<file path="src/rtl/fifo_rd_packer_if.sv">
// Output stream bundle for fifo_rd_packer.
//   m_data  : packed word, byte 0 in the low bits
//   m_keep  : byte-valid mask, contiguous from bit 0
//   m_last  : word was closed by flush or idle timeout
//   m_valid : word valid (held until accepted)
//   m_ready : downstream accept
// master = the packer, slave = the consumer.
interface fifo_rd_packer_if #(
    parameter int DATA_WIDTH = 8,
    parameter int PACK_NUM   = 4
);
    logic [DATA_WIDTH*PACK_NUM-1:0] m_data;
    logic [PACK_NUM-1:0]            m_keep;
    logic                           m_last;
    logic                           m_valid;
    logic                           m_ready;

    modport master (
        output m_data, m_keep, m_last, m_valid,
        input  m_ready
    );

    modport slave (
        input  m_data, m_keep, m_last, m_valid,
        output m_ready
    );
endinterface

</file>
<file path="src/rtl/fifo_rd_packer.sv">
// fifo_rd_packer: drains bytes from an 8-bit FIFO read port and packs them
// little-endian into PACK_NUM-byte words on a valid/ready stream. A flush
// request or an idle timeout closes a partial word with byte-keep.
// Ports:
//   rd_clk, rd_rst : clock, synchronous active-high reset
//   fifo_rd_en     : pop request (combinational from state and fifo_empty)
//   fifo_rd_data   : read data, valid RD_LATENCY cycles after fifo_rd_en
//   fifo_empty     : FIFO empty flag
//   flush          : request emission of the current partial word
//   m_if           : output stream (master modport)
module fifo_rd_packer #(
    parameter int DATA_WIDTH = 8,
    parameter int PACK_NUM   = 4,
    parameter int RD_LATENCY = 1,
    parameter int TIMEOUT    = 64
) (
    input  logic                  rd_clk,
    input  logic                  rd_rst,
    output logic                  fifo_rd_en,
    input  logic [DATA_WIDTH-1:0] fifo_rd_data,
    input  logic                  fifo_empty,
    input  logic                  flush,
    fifo_rd_packer_if.master      m_if
);

    localparam int              CW       = $clog2(PACK_NUM + 1);
    localparam int              WW       = DATA_WIDTH * PACK_NUM;
    localparam logic [CW-1:0]   FULL     = CW'(PACK_NUM);
    // Idle timer counts down from TIMEOUT-1; reaching zero while still idle
    // is the expiry.
    localparam logic [9:0]      TMR_LOAD = 10'((TIMEOUT == 0) ? 0 : TIMEOUT - 1);

    logic [CW-1:0]         reserved_q, reserved_d;
    logic [CW-1:0]         arrived_q, arrived_d;
    logic [WW-1:0]         asm_q, asm_d;
    logic [RD_LATENCY-1:0] pipe_q, pipe_d;
    logic                  flush_pend_q, flush_pend_d;
    logic [9:0]            tmr_q, tmr_d;
    logic [WW-1:0]         m_data_q, m_data_d;
    logic [PACK_NUM-1:0]   m_keep_q, m_keep_d;
    logic                  m_last_q, m_last_d;
    logic                  m_valid_q, m_valid_d;

    logic                  load_ok;
    logic                  arrive;
    logic                  drained;
    logic                  full_close;
    logic                  part_close;
    logic                  pop;
    logic                  tmr_run;
    logic                  tmr_fire;
    logic [PACK_NUM-1:0]   keep_part;

    always_comb begin
        load_ok    = !m_valid_q || m_if.m_ready;
        arrive     = pipe_q[RD_LATENCY-1];
        drained    = (reserved_q == arrived_q);
        full_close = (arrived_q == FULL) && load_ok;
        part_close = flush_pend_q && (arrived_q != '0) && drained && load_ok;

        // Once a flush is pending and nothing is in flight, stop popping so
        // the partial word closes instead of growing.
        pop = !rd_rst && !fifo_empty && (reserved_q < FULL) && !part_close
              && !(flush_pend_q && drained);

        tmr_run  = (arrived_q != '0) && drained && fifo_empty;
        tmr_fire = (TIMEOUT != 0) && tmr_run && (tmr_q == '0) && !flush_pend_q;

        for (int i = 0; i < PACK_NUM; i++) begin
            keep_part[i] = (CW'(i) < arrived_q);
        end
    end

    assign fifo_rd_en = pop;

    always_comb begin
        pipe_d       = pipe_q;
        reserved_d   = reserved_q;
        arrived_d    = arrived_q;
        asm_d        = asm_q;
        flush_pend_d = flush_pend_q;
        tmr_d        = tmr_q;
        m_data_d     = m_data_q;
        m_keep_d     = m_keep_q;
        m_last_d     = m_last_q;
        m_valid_d    = m_valid_q;

        pipe_d[0] = pop;
        for (int i = 1; i < RD_LATENCY; i++) begin
            pipe_d[i] = pipe_q[i-1];
        end

        // A close implies nothing is in flight, so close and arrival never
        // coincide; clearing the assembly zeroes unused lanes of a partial.
        if (full_close || part_close) begin
            reserved_d = '0;
            arrived_d  = '0;
            asm_d      = '0;
        end else begin
            if (pop) begin
                reserved_d = reserved_q + CW'(1);
            end
            if (arrive) begin
                arrived_d = arrived_q + CW'(1);
                for (int i = 0; i < PACK_NUM; i++) begin
                    if (arrived_q == CW'(i)) begin
                        asm_d[i*DATA_WIDTH +: DATA_WIDTH] = fifo_rd_data;
                    end
                end
            end
        end

        if (m_valid_q && m_if.m_ready) begin
            m_valid_d = 1'b0;
        end
        if (full_close) begin
            m_data_d  = asm_q;
            m_keep_d  = '1;
            m_last_d  = flush_pend_q;
            m_valid_d = 1'b1;
        end else if (part_close) begin
            m_data_d  = asm_q;
            m_keep_d  = keep_part;
            m_last_d  = 1'b1;
            m_valid_d = 1'b1;
        end

        if (full_close || part_close) begin
            flush_pend_d = 1'b0;
        end
        // A flush with nothing assembled or in flight has nothing to emit.
        if (flush_pend_q && (reserved_q == '0) && (arrived_q == '0)) begin
            flush_pend_d = 1'b0;
        end
        if (flush || tmr_fire) begin
            flush_pend_d = 1'b1;
        end

        if (!tmr_run || pop || arrive || full_close || part_close) begin
            tmr_d = TMR_LOAD;
        end else if (tmr_q != '0) begin
            tmr_d = tmr_q - 10'd1;
        end
    end

    always_ff @(posedge rd_clk) begin
        if (rd_rst) begin
            pipe_q       <= '0;
            reserved_q   <= '0;
            arrived_q    <= '0;
            asm_q        <= '0;
            flush_pend_q <= 1'b0;
            tmr_q        <= TMR_LOAD;
            m_data_q     <= '0;
            m_keep_q     <= '0;
            m_last_q     <= 1'b0;
            m_valid_q    <= 1'b0;
        end else begin
            pipe_q       <= pipe_d;
            reserved_q   <= reserved_d;
            arrived_q    <= arrived_d;
            asm_q        <= asm_d;
            flush_pend_q <= flush_pend_d;
            tmr_q        <= tmr_d;
            m_data_q     <= m_data_d;
            m_keep_q     <= m_keep_d;
            m_last_q     <= m_last_d;
            m_valid_q    <= m_valid_d;
        end
    end

    assign m_if.m_data  = m_data_q;
    assign m_if.m_keep  = m_keep_q;
    assign m_if.m_last  = m_last_q;
    assign m_if.m_valid = m_valid_q;

endmodule

</file>
<file path="src/flat_wrapper.sv">
// flat-port wrapper written by rule: the top's interface ports become plain ports
module fifo_rd_packer_flat 
#(
    parameter int DATA_WIDTH = 8,
    parameter int PACK_NUM   = 4,
    parameter int RD_LATENCY = 1,
    parameter int TIMEOUT    = 64
)
  (rd_clk, rd_rst, fifo_rd_en, fifo_rd_data, fifo_empty, flush, m_if_m_data, m_if_m_keep, m_if_m_last, m_if_m_valid, m_if_m_ready);
  fifo_rd_packer_if #(.DATA_WIDTH(DATA_WIDTH), .PACK_NUM(PACK_NUM)) m_if_i ();
  input  logic rd_clk;
  input  logic rd_rst;
  output logic fifo_rd_en;
  input  logic [DATA_WIDTH-1:0] fifo_rd_data;
  input  logic fifo_empty;
  input  logic flush;
  output wire logic [$bits(m_if_i.m_data)-1:0] m_if_m_data;
  output wire logic [$bits(m_if_i.m_keep)-1:0] m_if_m_keep;
  output wire logic [$bits(m_if_i.m_last)-1:0] m_if_m_last;
  output wire logic [$bits(m_if_i.m_valid)-1:0] m_if_m_valid;
  input wire logic [$bits(m_if_i.m_ready)-1:0] m_if_m_ready;
  assign m_if_m_data = m_if_i.m_data;
  assign m_if_m_keep = m_if_i.m_keep;
  assign m_if_m_last = m_if_i.m_last;
  assign m_if_m_valid = m_if_i.m_valid;
  assign m_if_i.m_ready = m_if_m_ready;
  fifo_rd_packer #(.DATA_WIDTH(DATA_WIDTH), .PACK_NUM(PACK_NUM), .RD_LATENCY(RD_LATENCY), .TIMEOUT(TIMEOUT)) u_core (.rd_clk(rd_clk), .rd_rst(rd_rst), .fifo_rd_en(fifo_rd_en), .fifo_rd_data(fifo_rd_data), .fifo_empty(fifo_empty), .flush(flush), .m_if(m_if_i));
endmodule
</file>
<file path="config.mk">
export PLATFORM = sky130hd
export DESIGN_NAME = fifo_rd_packer_flat
export DESIGN_NICKNAME = d
export VERILOG_FILES = /design/src/rtl/fifo_rd_packer_if.sv /design/src/rtl/fifo_rd_packer.sv /design/src/flat_wrapper.sv
export SDC_FILE = /design/constraint.sdc
export NUM_CORES = 1
export LEC_CHECK = 0
export BUFFER_PORTS_ARGS = -buffer_cell sky130_fd_sc_hd__buf_2
export CORE_UTILIZATION = 39
export DETAILED_ROUTE_END_ITERATION = 10
export PLACE_DENSITY = 0.55
export SYNTH_ARGS = -nofsm -noshare
export SYNTH_HDL_FRONTEND = slang
export SYNTH_SLANG_ARGS = --single-unit
</file>
<file path="constraint.sdc">
create_clock -name rd_clk -period 3.48 [get_ports rd_clk]
set_input_delay 0.522 -clock rd_clk [delete_from_list [all_inputs] [get_ports rd_clk]]
set_output_delay 0.522 -clock rd_clk [all_outputs]
set_load 0.005 [all_outputs]
</file>
==> results of run 1 <==
==> worst register-to-register path: stages (launching register included) <==
cell and delay, ns:
dfxtp_1 0.45, inv_1 0.12, ha_1 0.36, nand2b_1 0.16, and4_2 0.24, buf_4 0.53, a31oi_1 0.36, a221oi_1 0.35
==> metal layers <==
metal	wire, um	global-route usage [%]	vias to the layer above	part of all wire, %
li1	-	-	1945	-
met1	5521	28.51	1870	47
met2	5471	33.65	111	46
met3	626	3.082	18	5.3
met4	188	8.190	0	1.6
met5	0	0	-	0
==> power by group through the flow <==
stage	sequential, uW	combinational [uW]	clock, uW
floorplan	1060	164	0
global placement	1060	216	0
detailed placement	1060	219	0
CTS	1040	219	1100
global route	1040	240	1160
finish	1040	220	1080
==> cell families after synthesis <==
family / Yosys count / share of synthesized area, %
AOI/OAI and AO/OA: 118 / 17.86
muxes: 43 / 9.555
DFF: 88 / 39.11
buffers and inverters: 58 / 5.528
and+or+nand+nor: 210 / 25.03
xor gates and xnor gates: 5 / 0.9722
adders and majority gates: 7 / 1.944
==> cell usage in the layout (no fill, tap or decap), types with 2 or more instances in the layout <==
cell	netlist	final
nand2_1	43	43
buf_2	4	51
a311oi_1	2	2
xnor2_1	5	5
a31oi_1	2	2
buf_4	1	10
nor2b_1	66	65
o211ai_1	2	2
nand3_1	54	54
o21ai_0	37	37
clkbuf_1	36	2
ha_1	7	7
nor2_1	19	18
a21oi_1	32	32
bufinv_16	0	2
dfxtp_1	88	88
a221o_1	32	32
nand2b_1	7	7
or3_1	2	2
a221oi_1	3	3
or4_1	4	4
nor3_1	4	4
inv_1	12	12
clkbuf_8	0	3
clkbuf_16	0	9
a211o_1	2	2
mux2i_1	43	43
==> layout make-up <==
class	count	area, um^2
Timing Repair Buffer	61	330.3
Tap cell	140	175.2
Fill cell	1071	5884
Clock inverter	2	60.06
Clock buffer	14	274.0
Sequential cell	88	1762
Multi-Input combinational cell	383	2500
Inverter	12	45.04
==> worst min-delay path by stage <==
stage,start,endpoint,slack (ns),cells past startpoint
floorplan,u_core.asm_q[0],u_core.asm_q[0],0.43,2
global placement,u_core.asm_q[20],u_core.asm_q[20],0.44,2
detailed placement,u_core.asm_q[20],u_core.asm_q[20],0.44,2
CTS,flush,u_core.flush_pend_q,0.41,3
global route,flush,u_core.flush_pend_q,0.41,3
finish,flush,u_core.flush_pend_q,0.41,3
==> per-stage QoR <==
| stage | instances | power, uW | instance area, um^2 | hold slack (ns) | worst slack (ns) |
|---|---|---|---|---|---|
| floorplan | 529 | 1222 | 4504 | 0.4318 | 1.601 |
| global placement | 684 | 1278 | 4812 | 0.4373 | 0.9433 |
| detailed placement | 684 | 1282 | 4812 | 0.4417 | 0.8180 |
| CTS | 700 | 2362 | 5146 | 0.4083 | 0.8374 |
| global route | 700 | 2438 | 5146 | 0.4147 | 0.5642 |
| finish | 700 | 2340 | 5146 | 0.4076 | 0.8302 |
==> state kept, by name (all words and copies together) (netlist names), 3 cells and up <==
name / count
u_core.arrived_q: 3
u_core.asm_q: 32
u_core.m_if.m_data: 32
u_core.m_if.m_keep: 4
u_core.reserved_q: 3
u_core.tmr_q: 10
==> results.yml, run 1 <==
outcome:
  status: "finished, final reports clean"
clock_tree:
  cts_hold_buf: 0
  clk_path_buf_depth: 2
  cts_made_buffers: 9
  clk_latency_ns: 0.35
  root_buffer: "clkbuf_16"
  ctsHtreeMaxLevel: 3
  cts.sinks: 88
  post_cts_buffers: 0
  path_clk_slew_ns: 0.06
  cts_tree: "built"
  post_cts_resize_count: 0
synthesis:
  synthTopCellsByCount: "dfxtp_1 (88), nor2b_1 (66), nand3_1 (54)"
  synthFlopType: "dfxtp_1"
  async_flop_share_pct: 0
  syn_inst: 529
  synth.top_cell.area_share_pct: 39.11
  yosysMostFrequentCell: "dfxtp_1"
  yosys_warnings: 0
  syn_avg_cell_area_um2: 8.515
  ys_seq_area_share_pct: 39.11
  synth_seq_cells: 88
  synth_cell_types: 42
  synth_edf_count: 0
  synth_nets: 549
  synth_top_cell_by_area: "dfxtp_1"
  yosys-top-cells-area: "dfxtp_1 (39%), mux2i_1 (9.6%), nor2b_1 (9.2%)"
  syn_area_um2: 4504
die:
  core_area_um2: 11030
  dieHeight_um: 109.5
  die_area_um2: 11980
  die_w_um: 109.5
  num_rows: 38
  initial_core_util_pct: 40.83
  io_pins: 52
global_routing:
  overflow: 0
  grt_pass1_vias: 3686
  track_usage_pct: 21.05
  grt_pass1_wl_mm: 19.25
  antenna_found_initial: 0
  grt_max_degree: 44
detailed_routing:
  wl_per_cell_um: 16.87
  vias: 3944
  ant_nets: 0
  wirelength_mm: 11.81
  drc_errors: 0
  drt_iter0_markers: 292
  first_pass_iters: 5
  viasPerCell: 5.634
placement:
  dpl.hpwl_mm: 7.376
  port_buffers: 51
  gp_congestion: 0.7456
sta:
  rsz0062_at_grt: "no"
  worstMarginPinSlew_ns: 0.7517
  relSlewSlack_pct: 49.66
  hold_viol_final: 0
  final.setup.tns_ns: 0
  slew_viol_final: 0
  finalSetupViolCount: 0
  max_freq_mhz: 377.4
  clock_skew_ns: 0.006720
  final.period_utilization_pct: 76.14
  min_period_ns: 2.650
setup_path:
  reg2reg_slack_ns: 0.83
  timing.critical_path.depth: 7
  cp_top_family: "compound AO/OA/AOI/OAI gates"
  reg2reg_depth: 7
  critPathArrivalTime_ns: 2.90
  crit_end: "u_core.m_if.m_keep[1]"
  max_stage_delay_ns: 0.53
  path_cells: "inv_1, ha_1, nand2b_1, and4_2, buf_4, a31oi_1, a221oi_1"
  worstPathRequired_ns: 3.73
  crit_type: "flop to flop"
  cp-end-kind: "flop"
  path_buf_inv: 2
  crit_path_max_fanout: 38
  worstReg2RegStart: "u_core.arrived_q[0]"
  reg2reg_to: "u_core.m_if.m_keep[1]"
  timing.critical_path.slowest_stage_cell: "buf_4"
  start_kind: "flop"
  crit_start: "u_core.arrived_q[0]"
finish:
  antenna_cells: 0
  utilization_pct: 46.65
  area_delta_synth_final_pct: 14.25
  drive_gt1_share_pct: 14.64
  fin_nets: 575
min_path:
  min_path_type: "primary input to flop"
flow_run:
  cap_violations: 0
pwr:
  swShare_pct: 23.58
  peakVddDrop_mv: 0.2659
  leakagePower_uw: 0.001874
  p_seq_share_pct: 44.5
  cellPowerDensity_nw_per_um2: 454.8
  p_clk_share_pct: 46.2
  combinationalPowerShare_pct: 9.4
  switchingPower_uw: 551.9
  internal-power_uw: 1788
Power figures use the tool's default switching activity.
==> run 2, diff against run 1 <==
clock period = 2.7 ns   (was 3.48 ns; I/O delays follow)
==> run 2 against run 1 <==
- die area unchanged
- global-route usage is 1.1 points lower
- core utilization up 0.61 points
- critical endpoint is now u_core.tmr_q[4]
- largest cell class unchanged
==> results.yml, run 2 (synthesis gave the netlist of run 1 again) <==
sta:
  finalSetupViolCount: 0
  rsz0062_at_grt: "no"
  min_period_ns: 2.336
  max_freq_mhz: 428.1
  clock_skew_ns: 0.004950
  whs_ns: 0.3269
  final.period_utilization_pct: 86.52
  worstMarginPinSlew_ns: 0.5368
  hold_viol_final: 0
  relSlewSlack_pct: 63.71
  final.setup.tns_ns: 0
  slew_viol_final: 0
global_routing:
  grt_pass1_vias: 3741
  track_usage_pct: 19.92
  overflow: 0
  antenna_found_initial: 0
  grt_max_degree: 35
  grt_pass1_wl_mm: 18.51
min_path:
  min_path_type: "primary input to flop"
setup_path:
  critPathArrivalTime_ns: 2.56
  start_kind: "flop"
  cp-end-kind: "flop"
  crit_path_max_fanout: 20
  crit_type: "flop to flop"
  worstPathRequired_ns: 2.93
die:
  dieHeight_um: 109.5
  die_area_um2: 11980
  initial_core_util_pct: 40.83
  die_w_um: 109.5
  num_rows: 38
  io_pins: 52
  core_area_um2: 11030
clock_tree:
  clk_latency_ns: 0.34
  cts_hold_buf: 0
  post_cts_buffers: 0
  path_clk_slew_ns: 0.06
  cts.sinks: 88
  ctsHtreeMaxLevel: 3
  cts_tree: "built"
  root_buffer: "clkbuf_16"
  post_cts_resize_count: 0
  clk_path_buf_depth: 2
  cts_made_buffers: 9
placement:
  place_area_um2: 4897
  dpl.hpwl_mm: 7.776
  port_buffers: 51
  place_inst: 692
  gp_congestion: 0.8085
detailed_routing:
  drt_iter0_markers: 219
  first_pass_iters: 5
  ant_nets: 0
  drc_errors: 0
  wirelength_mm: 11.38
  wl_per_cell_um: 16.07
  viasPerCell: 5.595
  vias: 3961
finish:
  ff_latch_area_um2: 1762
  drive_gt1_share_pct: 16.20
  final_common_cell: "dfxtp_1"
  fin_nets: 583
  final_area_um2: 5214
  final_cell_mix: "dfxtp_1 (88), nor2b_1 (65), nand3_1 (54)"
  multi_input_area_um2: 2500
  area_delta_synth_final_pct: 15.75
  antenna_cells: 0
  layout.cells.non_filler: 708
  fill_cells: 1092
pwr:
  finalPower_uw: 2936
  p_seq_share_pct: 45.7
  combinationalPowerShare_pct: 9.9
  peakVddDrop_mv: 0.3787
  leakagePower_uw: 0.001912
  cellPowerDensity_nw_per_um2: 563.1
  p_clk_share_pct: 44.4
  swShare_pct: 24.98
  internal-power_uw: 2203
  switchingPower_uw: 733.3
flow_run:
  cap_violations: 0
outcome:
  status: "finished, final reports clean"
## run 2: cell count changes in the layout (fill, tap and decap cells not counted), moves of 2 or more
cell	previous run	this run
clkinv_4	0	2
clkbuf_1	2	0
buf_4	10	16
buf_12	0	2
## run 2: per-layer routing
metal  up-vias  wire length [um]  global-route usage, %
li1       1959                 -                      -
met1      1904              5406                  25.56
met2        89              5342                  33.56
met3         9               528                  4.090
met4         0                98                  6.000
met5         -                 0                      0
## run 2: final cells by class
class / instances / area share, %
flip-flops and latches: 88 / 33.79
clock buffers: 11 / 4.848
repair buffers: 69 / 7.967
well taps: 140 / 3.360
multi-input cells: 383 / 47.95
inverters: 12 / 0.8639
clock inverters: 5 / 1.224
## run 2: final timing paths
path              cells after the start                start  slack [ns]                  end
setup / recovery                      7  u_core.arrived_q[0]        0.36      u_core.tmr_q[4]
hold / removal                        3                flush        0.33  u_core.flush_pend_q
setup reg to reg                      7  u_core.arrived_q[0]        0.36      u_core.tmr_q[4]
hold reg to reg                       2     u_core.asm_q[23]        0.45     u_core.asm_q[23]
## run 2: through the flow
step                util (%)  setup WS [ns]
CTS                    47.27         0.3686
detailed placement     44.40         0.3821
floorplan                  -         0.8259
global route           47.27         0.1592
global placement       44.40         0.5117
finish                 47.27         0.3640
## run 2: power groups by stage
stage | sequential, uW | clock, uW | combinational [uW]
after global placement | 1370 | 0 | 289
after global routing | 1340 | 1380 | 322
after detailed placement | 1370 | 0 | 293
after CTS | 1340 | 1330 | 293
final | 1340 | 1300 | 292
after floorplan | 1360 | 0 | 211
## run 2: worst max-delay path, stage by stage, from the launching register on
cell and delay [ns]:
dfxtp_1 0.43, inv_1 0.12, ha_1 0.36, nand2b_1 0.14, and4_2 0.28, buf_4 0.32, nand4bb_1 0.27, a211o_1 0.29
==> run 3, diff against run 2 <==
CTS_CLUSTER_SIZE = 30   (was not set)
PLACE_DENSITY = 0.57   (was 0.55)
clock period = 1.9 ns   (was 2.7 ns; I/O delays follow)
==> run 3 against run 2 <==
- sequential power rose by 42%
- critical path depth fell by 1
- wire length rose by 2.2%
- via count increased by 0.93%
- final cell count up 2.1%
- die area is the same
- first-iteration DRC count grew 12%
- largest power group unchanged
==> results.yml, run 3 (synthesis gave the netlist of run 1 again) <==
setup_path:
  timing.critical_path.slowest_stage_cell: "dfxtp_1"
  path_buf_inv: 3
  crit_path_max_fanout: 4
  worstPathRequired_ns: 1.62
  crit_type: "flop to output port"
  max_stage_delay_ns: 0.32
  start_kind: "flop"
  cp_top_family: "buffers and inverters"
  path_cells: "buf_4, xnor2_2, buf_4, and4_4, nor2_2, buf_2"
  cp-end-kind: "output port"
  cpMostUsedCell: "buf_4"
  critPathArrivalTime_ns: 1.50
clock_tree:
  cts.sinks: 88
  root_buffer: "clkbuf_16"
  path_clk_slew_ns: 0.06
  cts_tree: "built"
  cts_made_buffers: 9
  clk_path_buf_depth: 2
  clk_latency_ns: 0.35
  cts_hold_buf: 0
  ctsHtreeMaxLevel: 3
global_routing:
  grtUsageMet3_pct: 3.438
  track_usage_pct: 20.94
  grt_pass1_vias: 3771
  use_met1_pct: 27.62
  antenna_found_initial: 0
  overflow: 0
  busiest_layer: "met2"
  grt.met2_usage_pct: 33.60
  grt_pass1_wl_mm: 19.19
  grt_max_degree: 40
finish:
  final_cell_mix: "dfxtp_1 (88), nor2b_1 (65), nand3_1 (54)"
  antenna_cells: 0
  area_delta_synth_final_pct: 18.89
  drive_gt1_share_pct: 19.38
  final_common_cell: "dfxtp_1"
  fill_cells: 1104
  ff_latch_area_um2: 1762
  fin_nets: 598
  multi_input_area_um2: 2547
detailed_routing:
  viasPerCell: 5.530
  drc_errors: 0
  first_pass_iters: 5
  wirelength_mm: 11.63
  ant_nets: 0
  wl_per_cell_um: 16.09
  vias: 3998
  drt_iter0_markers: 245
sta:
  final.setup.tns_ns: 0
  final.period_utilization_pct: 93.70
  clock_skew_ns: 0.006530
  worstMarginPinSlew_ns: 0.5206
  slew_viol_final: 0
  hold_viol_final: 0
  max_freq_mhz: 561.7
  finalSetupViolCount: 0
  relSlewSlack_pct: 64.97
  min_period_ns: 1.780
pwr:
  peakVddDrop_mv: 0.3854
  leakagePower_uw: 0.001976
  finalPower_uw: 4068
  cellPowerDensity_nw_per_um2: 759.6
die:
  die_area_um2: 11980
  num_rows: 38
  die_w_um: 109.5
  dieHeight_um: 109.5
  core_area_um2: 11030
  initial_core_util_pct: 40.83
  io_pins: 52
flow_run:
  cap_violations: 0
placement:
  dpl.hpwl_mm: 8.094
  gp_congestion: 0.8232
  port_buffers: 51
outcome:
  status: "finished, final reports clean"
min_path:
  min_path_type: "primary input to flop"
run 3: changes by cell type in the layout (fill, tap and decap cells not counted), moves of 2 or more:
cell / previous run / this run
buf_4: 16 / 30
and4_4: 0 / 2
xnor2_1: 5 / 3
xnor2_2: 0 / 2
run 3: power by group:
group,internal [uW],switching [uW],total (uW)
combinational,192,281,473
clock,958,737,1690
sequential,1880,20.4,1900
run 3: final cells by class:
type                            instances  share of cell area [%]
Tap cell                              140                   3.271
Clock inverter                          4                  0.5374
Inverter                               12                  0.8411
Clock buffer                           12                   4.790
Multi-Input combinational cell        383                   47.57
Sequential cell                        88                   32.90
Timing Repair Buffer                   84                   10.09
run 3: routing by layer:
metal	share of wire (%)	wire, um
met5	0	0
met4	2.0	235
met3	4.7	545
met2	46	5345
met1	47	5503
run 3: repair_timing:
item	in CTS	in global routing
resized for setup	1	10
pin swaps	0	2
setup buffers	0	0
setup endpoints to repair	1	63
cloned	0	0
run 3: tightest hold or removal path: cells and delay by family:
family                 cells  cell delay (ns)
AO/OA/AOI/OAI              1             0.09
buffers and inverters      1             0.08
AND/OR/NAND/NOR            1             0.06
run 3: final timing paths:
path | startpoint | end | slack, ns | depth (start not counted)
setup / recovery | u_core.arrived_q[1] | fifo_rd_en | 0.12 | 6
hold / removal | flush | u_core.flush_pend_q | 0.22 | 3
setup reg to reg | u_core.reserved_q[2] | u_core.flush_pend_q | 0.14 | 5
hold reg to reg | u_core.asm_q[3] | u_core.asm_q[3] | 0.45 | 2
run 3: metrics by stage:
stage | hold WS [ns] | utilization (%) | cell area [um^2] | instances | setup slack (ns)
2_1_floorplan | 0.4193 | - | 4504 | 529 | 0.02589
6_report | 0.2162 | 48.55 | 5355 | 723 | 0.1196
5_1_grt | 0.2203 | 48.55 | 5355 | 723 | -0.002969
3_3_place_gp | 0.4386 | 45.53 | 5022 | 707 | 0.1109
3_5_place_dp | 0.4440 | 45.53 | 5022 | 707 | 0.01558
4_1_cts | 0.2099 | 48.17 | 5314 | 723 | 0.01163
